==> config.mk <==
export PLATFORM = sky130hd
export DESIGN_NAME = corr_integrator
export DESIGN_NICKNAME = d
export VERILOG_FILES = /design/src/rtl/corr_pkg.sv /design/src/rtl/sat_accum.sv /design/src/rtl/corr_integrator.sv
export SDC_FILE = /design/constraint.sdc
export NUM_CORES = 1
export LEC_CHECK = 0
export ABC_AREA = 1
export CAP_MARGIN = 20
export CORE_MARGIN = 10
export CORE_UTILIZATION = 50
export CTS_CLUSTER_SIZE = 24
export DETAILED_ROUTE_END_ITERATION = 10
export GPL_ROUTABILITY_DRIVEN = 0
export PLACE_DENSITY = 0.81
export SYNTH_ARGS = -nofsm -noshare
export SYNTH_HDL_FRONTEND = slang
export SYNTH_SLANG_ARGS = --single-unit
==> constraint.sdc <==
create_clock -name clk -period 3 [get_ports clk]
set_clock_uncertainty 0.15 [all_clocks]
set_input_delay 0.3 -clock clk [delete_from_list [all_inputs] [get_ports clk]]
set_output_delay 0.3 -clock clk [all_outputs]
set_load 0.01 [all_outputs]
==> src/rtl/corr_pkg.sv <==
// Shared types and defaults for the coincidence integrator.
package corr_pkg;

  localparam int RESOLUTION_DEF = 64;

  typedef enum logic [1:0] {
    ST_IDLE      = 2'd0,
    ST_INTEGRATE = 2'd1,
    ST_RESTART   = 2'd2
  } state_e;

endpackage

==> src/rtl/sat_accum.sv <==
// Saturating up-counter with synchronous clear. The 'sum' port shows the
// value this cycle's increment produces, so the owner can capture a window
// total that already includes the final sample.
module sat_accum
  import corr_pkg::*;
#(
  parameter int W = RESOLUTION_DEF
) (
  input  logic         clk,
  input  logic         reset,
  input  logic         clr,
  input  logic         inc,
  output logic [W-1:0] sum
);

  logic [W-1:0] count_q, count_d;

  // Increment unless already all-ones; clear wins over the increment
  always_comb begin
    sum     = count_q;
    if (inc && (count_q != '1)) sum = count_q + W'(1);
    count_d = clr ? '0 : sum;
  end

  // Count register, zeroed by the active-low synchronous reset
  always_ff @(posedge clk) begin
    if (!reset) count_q <= '0;
    else        count_q <= count_d;
  end

endmodule

==> src/rtl/corr_integrator.sv <==
// Coincidence / singles integrator over windows framed by an external
// window counter. Define CORR_INTEGRATOR_SINGLES_EN to build the per-channel
// singles counters; otherwise result_a/result_b read as zero.
module corr_integrator
  import corr_pkg::*;
#(
  parameter int RESOLUTION = RESOLUTION_DEF
) (
  input  logic                  clk,
  input  logic                  reset,
  input  logic                  enable,
  input  logic                  sample_a,
  input  logic                  sample_b,
  input  logic                  overflow,
  output logic                  counter_reset,
  output logic [RESOLUTION-1:0] result_cross,
  output logic [RESOLUTION-1:0] result_a,
  output logic [RESOLUTION-1:0] result_b,
  output logic                  result_valid,
  input  logic                  result_ready,
  output logic                  overrun
);

  state_e state_q, state_d;
  logic   overflow_d_q;
  logic   in_int, win_end, acc_clr, load;
  logic   valid_q, valid_d, overrun_q, overrun_d;
  logic [RESOLUTION-1:0] sum_cross, cross_q, cross_d;

  assign in_int  = (state_q == ST_INTEGRATE);
  // Only the rising edge of the level flag ends a window; enable low aborts
  assign win_end = in_int && enable && overflow && !overflow_d_q;
  // Accumulators sit at zero outside INTEGRATE and restart after each window
  assign acc_clr = !in_int || !enable || win_end;

  // Next-state: enable low forces IDLE from any state
  always_comb begin
    state_d = state_q;
    case (state_q)
      ST_IDLE:      if (enable)    state_d = ST_RESTART;
      ST_INTEGRATE: if (win_end)   state_d = ST_RESTART;
      ST_RESTART:   if (!overflow) state_d = ST_INTEGRATE;
      default:                     state_d = ST_IDLE;
    endcase
    if (!enable) state_d = ST_IDLE;
  end

  // Result handshake: load a finished window unless an unconsumed one blocks it
  always_comb begin
    valid_d   = valid_q;
    overrun_d = overrun_q;
    load      = 1'b0;
    if (win_end) begin
      if (!valid_q || result_ready) begin
        load    = 1'b1;
        valid_d = 1'b1;
      end else begin
        overrun_d = 1'b1;
      end
    end else if (valid_q && result_ready) begin
      valid_d = 1'b0;
    end
    cross_d = load ? sum_cross : cross_q;
  end

  // State, edge-detect and result registers
  always_ff @(posedge clk) begin
    if (!reset) begin
      state_q      <= ST_IDLE;
      overflow_d_q <= 1'b0;
      valid_q      <= 1'b0;
      overrun_q    <= 1'b0;
      cross_q      <= '0;
    end else begin
      state_q      <= state_d;
      overflow_d_q <= overflow;
      valid_q      <= valid_d;
      overrun_q    <= overrun_d;
      cross_q      <= cross_d;
    end
  end

  sat_accum #(.W(RESOLUTION)) u_acc_cross (
    .clk(clk), .reset(reset), .clr(acc_clr),
    .inc(in_int && sample_a && sample_b), .sum(sum_cross)
  );

`ifdef CORR_INTEGRATOR_SINGLES_EN
  logic [RESOLUTION-1:0] sum_a, sum_b, res_a_q, res_a_d, res_b_q, res_b_d;

  sat_accum #(.W(RESOLUTION)) u_acc_a (
    .clk(clk), .reset(reset), .clr(acc_clr),
    .inc(in_int && sample_a), .sum(sum_a)
  );
  sat_accum #(.W(RESOLUTION)) u_acc_b (
    .clk(clk), .reset(reset), .clr(acc_clr),
    .inc(in_int && sample_b), .sum(sum_b)
  );

  // Singles results follow the same load decision as the cross result
  always_comb begin
    res_a_d = load ? sum_a : res_a_q;
    res_b_d = load ? sum_b : res_b_q;
  end

  // Singles result registers
  always_ff @(posedge clk) begin
    if (!reset) begin
      res_a_q <= '0;
      res_b_q <= '0;
    end else begin
      res_a_q <= res_a_d;
      res_b_q <= res_b_d;
    end
  end

  assign result_a = res_a_q;
  assign result_b = res_b_q;
`else
  assign result_a = '0;
  assign result_b = '0;
`endif

  assign counter_reset = !in_int;
  assign result_cross  = cross_q;
  assign result_valid  = valid_q;
  assign overrun       = overrun_q;

endmodule

==> flow_summary.json, run 1 <==
{
  "wl_met1_um": 8290,
  "min_delay_worst_endpoint": "state_q[1]",
  "numCtsBuffers": 17,
  "tns_ns": 0,
  "cp-start-kind": "flip-flop",
  "rsz0062_at_grt": "no",
  "ios": 202,
  "ys_types": 28,
  "r2r-end": "result_cross[12]",
  "drv_slew": 0,
  "coreArea_um2": 15800,
  "wire_per_inst_um": 13.7,
  "clkTransAtPathRegs_ns": 0.06,
  "cts_tree": "done",
  "ys_seq_elements": 133,
  "whs_path_depth": 3,
  "slew_headroom": 0.539,
  "die_h_um": 147,
  "dp_hpwl_um": 15700,
  "syn2layout_area_growth_pct": 11.8,
  "r2r_start": "u_acc_cross.count_q[0]",
  "worstPathArrival_ns": 2.97,
  "cellPowerDensity_nw_per_um2": 428,
  "synthCells": 1235,
  "setup_viol": 0,
  "root_buffer": "clkbuf_16",
  "grt.overflow.total": 0,
  "rr_worst_depth": 13,
  "start_util": 0.507,
  "grt_pass1_vias": 7000,
  "fin_crit_ns": 2.79,
  "routed_wl_um": 20900,
  "crit_type": "reg -> reg",
  "drt_iter0_markers": 648,
  "timing.final.hold_violations": 0,
  "drv_cap": 0,
  "worstPathMaxFanout": 34,
  "final_nets": 1302,
  "instances_no_fill": 1523,
  "ys.warnings.count": 0,
  "routed_via_density": 4.96,
  "grt_start_max_net_pins": 129,
  "worstMarginPinSlew_ns": 0.691,
  "vias": 7554,
  "grt_pass1_wl_um": 33700,
  "routed-wl-met3_um": 2250,
  "fmax_mhz": 358,
  "r2r_slack_ns": 0.21,
  "wl_met2_um": 9620,
  "port_buffers": 73,
  "status": "finished, final reports clean",
  "antenna_found_initial": 0,
  "drtPass1Iterations": 6,
  "grt_usage": 0.187,
  "postCtsSetupRepairBufs": 0,
  "drive_above_1_share": 0.0375,
  "ir_drop_v": 0.000323,
  "postCtsResizedCells": 0,
  "ys_seq_area_frac": 0.332,
  "critPathCaptureType": "flip-flop",
  "worst_slack_ns": 0.210,
  "cp.required_ns": 3.18,
  "clk_path_buf_depth": 2,
  "postRouteAntennaNets": 0,
  "hp-class": "in -> reg",
  "hp-start": "reset",
  "htreeDepth": 4,
  "post-route-period-util": 0.930,
  "dp_slack_ns": 0.244,
  "dp.cells": 1491,
  "syn_area_per_cell_um2": 6.50,
  "fp.dieArea_um2": 21500,
  "die_x_um": 147,
  "drc": 0,
  "clock_sinks": 133,
  "power.leakage_nw": 3.48,
  "routed.top_layer": "met4",
  "clock_latency_ns": 0.43,
  "row_count": 46,
  "hold_buffers": 0,
  "synth_area_um2": 8020,
  "insertedDiodeCount": 0
}
[cell usage in the layout (no fill, tap or decap), types with 5 or more instances in the layout]
cell type and n:
a21oi_1 66, clkbuf_16 17, clkdlybuf4s50_1 72, o21ai_0 13, nand3_1 99, nand2_1 373, xnor2_1 22, nand4_1 16
xor2_1 9, dfxtp_1 133, conb_1 128, o21a_1 53, clkinv_2 5, nor2_1 146, nand3b_1 9, buf_4 8
inv_1 106, nor3_1 5
[how the worst max path moves through the flow]
stage / startpoint / end
after global routing: u_acc_cross.count_q[0] / result_cross[17]
after floorplan: u_acc_cross.count_q[0] / result_cross[51]
final: u_acc_cross.count_q[0] / result_cross[12]
after global placement: u_acc_cross.count_q[0] / result_cross[13]
after detailed placement: u_acc_cross.count_q[0] / result_cross[14]
after CTS: u_acc_cross.count_q[0] / result_cross[12]
[worst max-delay path, stage by stage, from the launching register on]
cell and delay, ns:
dfxtp_1 0.47, ha_2 0.31, nand3_1 0.19, inv_2 0.12, nand2_1 0.12, nor2_1 0.27
nand2_1 0.20, nor2_1 0.17, nor2_2 0.06, buf_4 0.25, nand2_1 0.13, nand3_1 0.11
nand2_1 0.09, inv_1 0.03
[area by class of cell]
| cell class | instances | area, µm² |
|---|---|---|
| clock buffers | 23 | 468 |
| well taps | 216 | 270 |
| fillers | 1555 | 6860 |
| repair buffers | 82 | 806 |
| multi-input cells | 951 | 4280 |
| clock inverters | 9 | 78.8 |
| inverters | 109 | 409 |
| flip-flops and latches | 133 | 2660 |
[per-layer routing]
layer	global-route usage	vias to the layer above
met1	0.215	3373
li1	-	3756
met3	0.0717	66
met5	0	-
met2	0.303	359
met4	0.0831	0
[synth_stat cells]
cell,instances,area (µm²)
xor2_1,9,78.8
xnor2_1,22,193
nand3b_1,9,67.6
nor2_1,148,556
nor3_1,5,25.0
buf_4,128,961
buf_2,8,40.0
buf_6,5,56.3
a21oi_1,66,330
dfxtp_1,133,2660
o21ai_0,13,65.1
o41ai_1,1,8.76
and2_1,1,6.26
buf_1,3,11.3
nand3_1,99,495
nand2_1,373,1400
ha_1,1,12.5
o21bai_1,1,7.51
o21ai_1,1,5.00
nand4_1,16,100
nand2_4,1,11.3
clkbuf_1,25,93.8
inv_1,106,398
o21a_1,53,398
inv_2,3,11.3
nor2_2,3,18.8
conb_1,1,3.75
nand2_2,1,6.26
[power breakdown]
part | switching (mW) | total, mW | internal (mW) | leakage (nW)
registers | 0.00313 | 1.78 | 1.77 | 1.07
clock network | 0.746 | 1.92 | 1.17 | 0.267
logic | 0.113 | 0.139 | 0.0261 | 2.15
[stage by stage]
| stage | cell area [µm²] | hold slack, ns | util | power, mW |
|---|---|---|---|---|
| floorplan | 8500 | 0.243 | - | 2.04 |
| global placement | 8420 | 0.288 | 0.532 | 1.94 |
| detailed placement | 8420 | 0.297 | 0.532 | 1.95 |
| CTS | 8970 | 0.0357 | 0.567 | 3.86 |
| global route | 8970 | 0.0739 | 0.567 | 3.97 |
| finish | 8970 | 0.0415 | 0.567 | 3.84 |
[state kept, by name, indices dropped and copies added, names as in the netlist]
| name | flops |
|---|---|
| result_cross | 64 |
| u_acc_cross.count_q | 64 |
| state_q | 2 |
| overflow_d_q | 1 |
| overrun | 1 |
| result_valid | 1 |
[cell families after synthesis]
kind of cell             Yosys count  share of synthesized area
XOR/XNOR                          31                     0.0338
adder cells (fa/ha/maj)            1                    0.00156
AND/OR/NAND/NOR                  656                      0.335
AO/OA/AOI/OAI                    135                      0.102
other                              1                   0.000467
flip-flops                       133                      0.332
buffers and inverters            278                      0.196
No activity file was read; power rests on OpenSTA's default activity.
==> inputs of run 2 (changes only) <==
Settings changed: GPL_TIMING_DRIVEN set to 0.
==> run 2 against run 1 <==
  * Final cell count rose by 11%
  * First-iteration DRC count decreased by 5.4%
  * Die area unchanged
  * Sequential cell count stayed put
  * Wire length rose by 8.6%
  * Fmax is 2.8% lower
  * Final area increased by 12%
  * Critical path depth rose by 1
  * Largest power group unchanged
==> flow_summary.json, run 2 (synthesis gave the netlist of run 1 again) <==
{
  "root_buffer": "clkbuf_16",
  "clock_latency_ns": 0.42,
  "r2r-end": "result_cross[13]",
  "worstPathArrival_ns": 3.08,
  "drv_cap": 0,
  "postRouteAntennaNets": 0,
  "setup_viol": 0,
  "clock_sinks": 133,
  "grt_start_max_net_pins": 17,
  "hold_buffers": 0,
  "port_buffers": 73,
  "cp.required_ns": 3.21,
  "comb_power_share": 0.067,
  "path_delay_family": "simple AND/OR/NAND/NOR gates",
  "fp.dieArea_um2": 21500,
  "slew_headroom": 0.493,
  "die_h_um": 147,
  "ir_drop_v": 0.000310,
  "dp.cells": 1651,
  "final_nets": 1462,
  "fin_crit_ns": 2.87,
  "grt_pass1_vias": 7402,
  "cpMostUsedCell": "nand2_1",
  "fmax_mhz": 348,
  "critPathCaptureType": "flip-flop",
  "post-route-period-util": 0.957,
  "numCtsBuffers": 17,
  "antenna_found_initial": 0,
  "crit_buf_inv": 4,
  "insertedDiodeCount": 0,
  "min_delay_worst_endpoint": "overrun",
  "r2r_slack_ns": 0.13,
  "drv_slew": 0,
  "max_stage_delay_ns": 0.38,
  "p_int_mw": 3.14,
  "row_count": 46,
  "drtPass1Iterations": 5,
  "wire_per_inst_um": 13.5,
  "drc": 0,
  "clkTransAtPathRegs_ns": 0.05,
  "seqPwrFrac": 0.436,
  "die_x_um": 147,
  "grt_pass1_wl_um": 36300,
  "hold_ws_ns": 0.297,
  "status": "finished, final reports clean",
  "postCtsSetupRepairBufs": 0,
  "p_clk_frac": 0.497,
  "start_util": 0.507,
  "dp_slack_ns": 0.145,
  "cts_tree": "done",
  "final_common_cell": "nand2_1",
  "grt.overflow.total": 0,
  "whs_path_depth": 2,
  "r2r_start": "u_acc_cross.count_q[0]",
  "drt_iter0_markers": 613,
  "power.share.switching": 0.230,
  "dp_hpwl_um": 18300,
  "drive_above_1_share": 0.123,
  "utilization": 0.637,
  "p_total_mw": 4.08,
  "htreeDepth": 4,
  "timing.final.hold_violations": 0,
  "ios": 202,
  "hp-class": "reg -> reg",
  "tns_ns": 0,
  "cellPowerDensity_nw_per_um2": 404,
  "worstMarginPinSlew_ns": 0.761,
  "final_area_um2": 10100,
  "cp-start-kind": "flip-flop",
  "crit_type": "reg -> reg",
  "final_cell_mix": "nand2_1, nor2_1, dfxtp_1",
  "rsz0062_at_grt": "no",
  "clk_path_buf_depth": 2,
  "vias": 7963,
  "routed_wl_um": 22700,
  "dpl_cell_area_um2": 9500,
  "power_switching_mw": 0.939,
  "crit_chain": "ha_1, buf_2, nand3_1, inv_2, nand2_1, nor2_1, nand2_1, nor2_1, nor2_1, buf_2, nand2_1, nand3_1, nand2_1, inv_1",
  "power.leakage_nw": 4.24,
  "coreArea_um2": 15800,
  "syn2layout_area_growth_pct": 25.7,
  "worst_slack_ns": 0.128,
  "worstPathMaxFanout": 10,
  "routed_via_density": 4.73,
  "instances_no_fill": 1683,
  "grt_usage": 0.204,
  "crit_slowest_cell": "dfxtp_2",
  "rr_worst_depth": 14,
  "hp-start": "overrun"
}
run 2: how the worst max path moves through the flow:
stage	start	end	cells after the start
detailed placement	u_acc_cross.count_q[0]	result_cross[51]	14
global placement	u_acc_cross.count_q[0]	result_cross[51]	14
global route	u_acc_cross.count_q[0]	result_cross[37]	14
finish	u_acc_cross.count_q[0]	result_cross[13]	14
CTS	u_acc_cross.count_q[0]	result_cross[47]	14
floorplan	u_acc_cross.count_q[0]	result_cross[51]	14
run 2: cell type report:
type	instances	area (µm²)
Fill cell	1505	5740
Multi-Input combinational cell	951	4270
Sequential cell	133	2660
Buffer	169	1160
Timing Repair Buffer	73	731
Clock buffer	22	484
Inverter	109	409
Tap cell	216	270
Clock inverter	10	98.8
run 2: repair_timing:
item	in CTS	in global routing
setup endpoints to repair	0	49
gates resized for setup	0	1
endpoints found under the hold margin	0	0
run 2: worst min-delay path: stages (launching register included):
cell and delay [ns]:
dfxtp_1 0.30, inv_1 0.05, a21oi_1 0.05
run 2: layer usage:
layer / up-vias / GRT usage / wire (µm)
met4: 0 / 0.0826 / 715
met5: - / 0 / 0
li1: 4086 / - / -
met1: 3437 / 0.240 / 9260
met3: 56 / 0.0569 / 2090
met2: 384 / 0.343 / 10700
run 2: power groups by stage:
| stage | Sequential [mW] | Clock, mW | Combinational [mW] |
|---|---|---|---|
| final | 1.78 | 2.03 | 0.275 |
| after global routing | 1.78 | 2.12 | 0.303 |
| after CTS | 1.78 | 2.05 | 0.260 |
| after detailed placement | 1.82 | 0 | 0.260 |
| after global placement | 1.81 | 0 | 0.259 |
| after floorplan | 1.82 | 0 | 0.226 |
==> variant: new RTL, settings of run 2 <==
Build with the macro `CORR_INTEGRATOR_SINGLES_EN` defined.
--- a/src/rtl/corr_integrator.sv
+++ b/src/rtl/corr_integrator.sv
@@ -1,6 +1,8 @@
 // Coincidence / singles integrator over windows framed by an external
 // window counter. Define CORR_INTEGRATOR_SINGLES_EN to build the per-channel
 // singles counters; otherwise result_a/result_b read as zero.
+`define CORR_INTEGRATOR_SINGLES_EN
+
 module corr_integrator
   import corr_pkg::*;
 #(
Check against the original RTL: not equivalent (a bounded check fails within 4 cycles, from zero or initial values and one cycle with reset low).
==> variant against run 2 <==
- area after synthesis rose to 2.7 times the old value
- power rose to 2.7 times the old value
- final area rose to 2.5 times the old value
- sequential cell count up 256
- setup slack worse by 0.023 ns
- wire length rose to 3.1 times the old value
- non-clock buffer count up 87
- clock power rose to 2.8 times the old value
- critical endpoint is now result_b[40]
==> variant: results (changes against run 2) <==
metric;value;unit;change
synth_seq_area_share;0.363;;was 0.332
cts_setup_buffers;0;;unchanged
clk_pin_slew;0.06;ns;
p_leak;9.48;nW;was 4.24 nW
fin_crit;2.90;ns;was 2.87 ns
cp_top_family;simple AND/OR/NAND/NOR gates;;unchanged
cp_max_fo;10;;unchanged
tightest_slew;0.892;ns;was 0.761 ns
cts_made_buffers;42;;was 17
synthArstFlopShare;0;;unchanged
synthTopCellsByArea;dfxtp_1 (36%), nand2_1 (19%), nand3_1 (7.7%), nor2_1 (7.6%), o21a_1 (6.1%);;was dfxtp_1 (33%), nand2_1 (17%), buf_4 (12%), nor2_1 (6.9%), nand3_1 (6.2%)
cp.arrival;3.20;ns;was 3.08 ns
drive_above_1_share;0.0470;;was 0.123
synth_common_cells;nand2_1 (1093), nor2_1 (434), dfxtp_1 (389);;was nand2_1 (373), nor2_1 (148), dfxtp_1 (133)
synth.distinct_cells;31;;was 28
grt_pass1_vias;20900;;was 7402
post-dp-hpwl;54.3;mm;was 18.3 mm
dr.pass1.iters;6;;was 5
fillers;3992;;was 1505
post-place-ws;-0.400;ns;was 0.145 ns
ys.flop_type;dfxtp_1;;unchanged
grt_max_degree;15;;was 17
antenna_found_initial;4;;was 0
whs;0.216;ns;was 0.297 ns
peakVddDrop;0.408;mV;was 0.310 mV
grt_usage;0.266;;was 0.204
nNetsFinal;3635;;was 1462
instances_no_fill;4201;;was 1683
hold_path_class;in2reg;;was reg2reg
worstSkewPairLatency;0.58;ns;was 0.42 ns
fin_area;25700;um2;was 10100 um2
cts_root_buffer;clkbuf_16;;unchanged
grt_pass1_wl;110;mm;was 36.3 mm
crit_path_max_incr_delay;0.47;ns;was 0.38 ns
vias;22800;;was 7963
reg2reg_slack;0.10;ns;was 0.13 ns
status;complete, no violations;;unchanged
drt_iter0_drc;2480;;was 613
synth_nets;3390;;
avgSynthCellArea;6.35;um2;was 6.50 um2
port_buffers;200;;was 73
clk_path_buf_depth;3;;was 2
cts_htree_levels;2;;was 4
postPlaceCellArea;24200;um2;was 9500 um2
synth_enable_flop_cells;0;;unchanged
yosys_warnings;0;;unchanged
wl_per_cell;16.8;um;was 13.5 um
cp_slowest_cell;nor2_1;;was dfxtp_2
dp_cells;4120;;was 1651
## variant: changes by cell type after synthesis, moves of 53 or more
cell,run 2,this run
dfxtp_1,133,389
nand3_1,99,329
a21oi_1,66,193
inv_1,106,344
clkbuf_1,25,78
buf_4,128,4
o21a_1,53,174
nor2_1,148,434
nand2_1,373,1093
## variant: worst paths after layout
kind,from,to,cells past startpoint
worst min-delay path,overflow,overflow_d_q,3
worst max register to register,u_acc_b.count_q[0],result_b[40],16
worst max-delay path,u_acc_b.count_q[0],result_b[40],16
worst min register to register,u_acc_cross.count_q[1],u_acc_cross.count_q[1],2
## variant: metal layers
metal,up-vias,GRT usage,part of all wire
li1,11300,-,-
met1,10300,0.335,0.41
met2,1036,0.418,0.44
met3,211,0.0696,0.10
met4,2,0.126,0.046
met5,-,0,0.000099
## variant: timing repair
action	CTS	global route
setup endpoints to repair	1	188
pin swaps	0	0
gates resized for setup	1	10
cloned	0	0
## variant: final cells by class
cell class	instances	share of cell area
clock buffers	65	0.0518
repair buffers	201	0.0784
inverters	349	0.0509
plain buffers	128	0.0240
clock inverters	13	0.00803
diodes	3	0.000292
flip-flops and latches	389	0.303
multi-input cells	2514	0.457
well taps	539	0.0262
## variant: kinds of logic (layout without fill, tap and decap cells)
kind of cell | after synthesis | after routing | synth area share
other cells | 0 | 3 | 0
buf+inv | 477 | 756 | 0.0894
fa+ha+maj | 3 | 3 | 0.00175
xor+xnor | 77 | 77 | 0.0314
compound gates | 394 | 394 | 0.113
flops | 389 | 389 | 0.363
simple gates | 2040 | 2040 | 0.402
## variant: power breakdown
group          switching [W]  leakage, nW  internal [W]  total (W)
clock network        0.00220        0.752       0.00349    0.00569
logic               0.000118         5.59     0.0000722   0.000190
registers          0.0000104         3.13       0.00518    0.00519
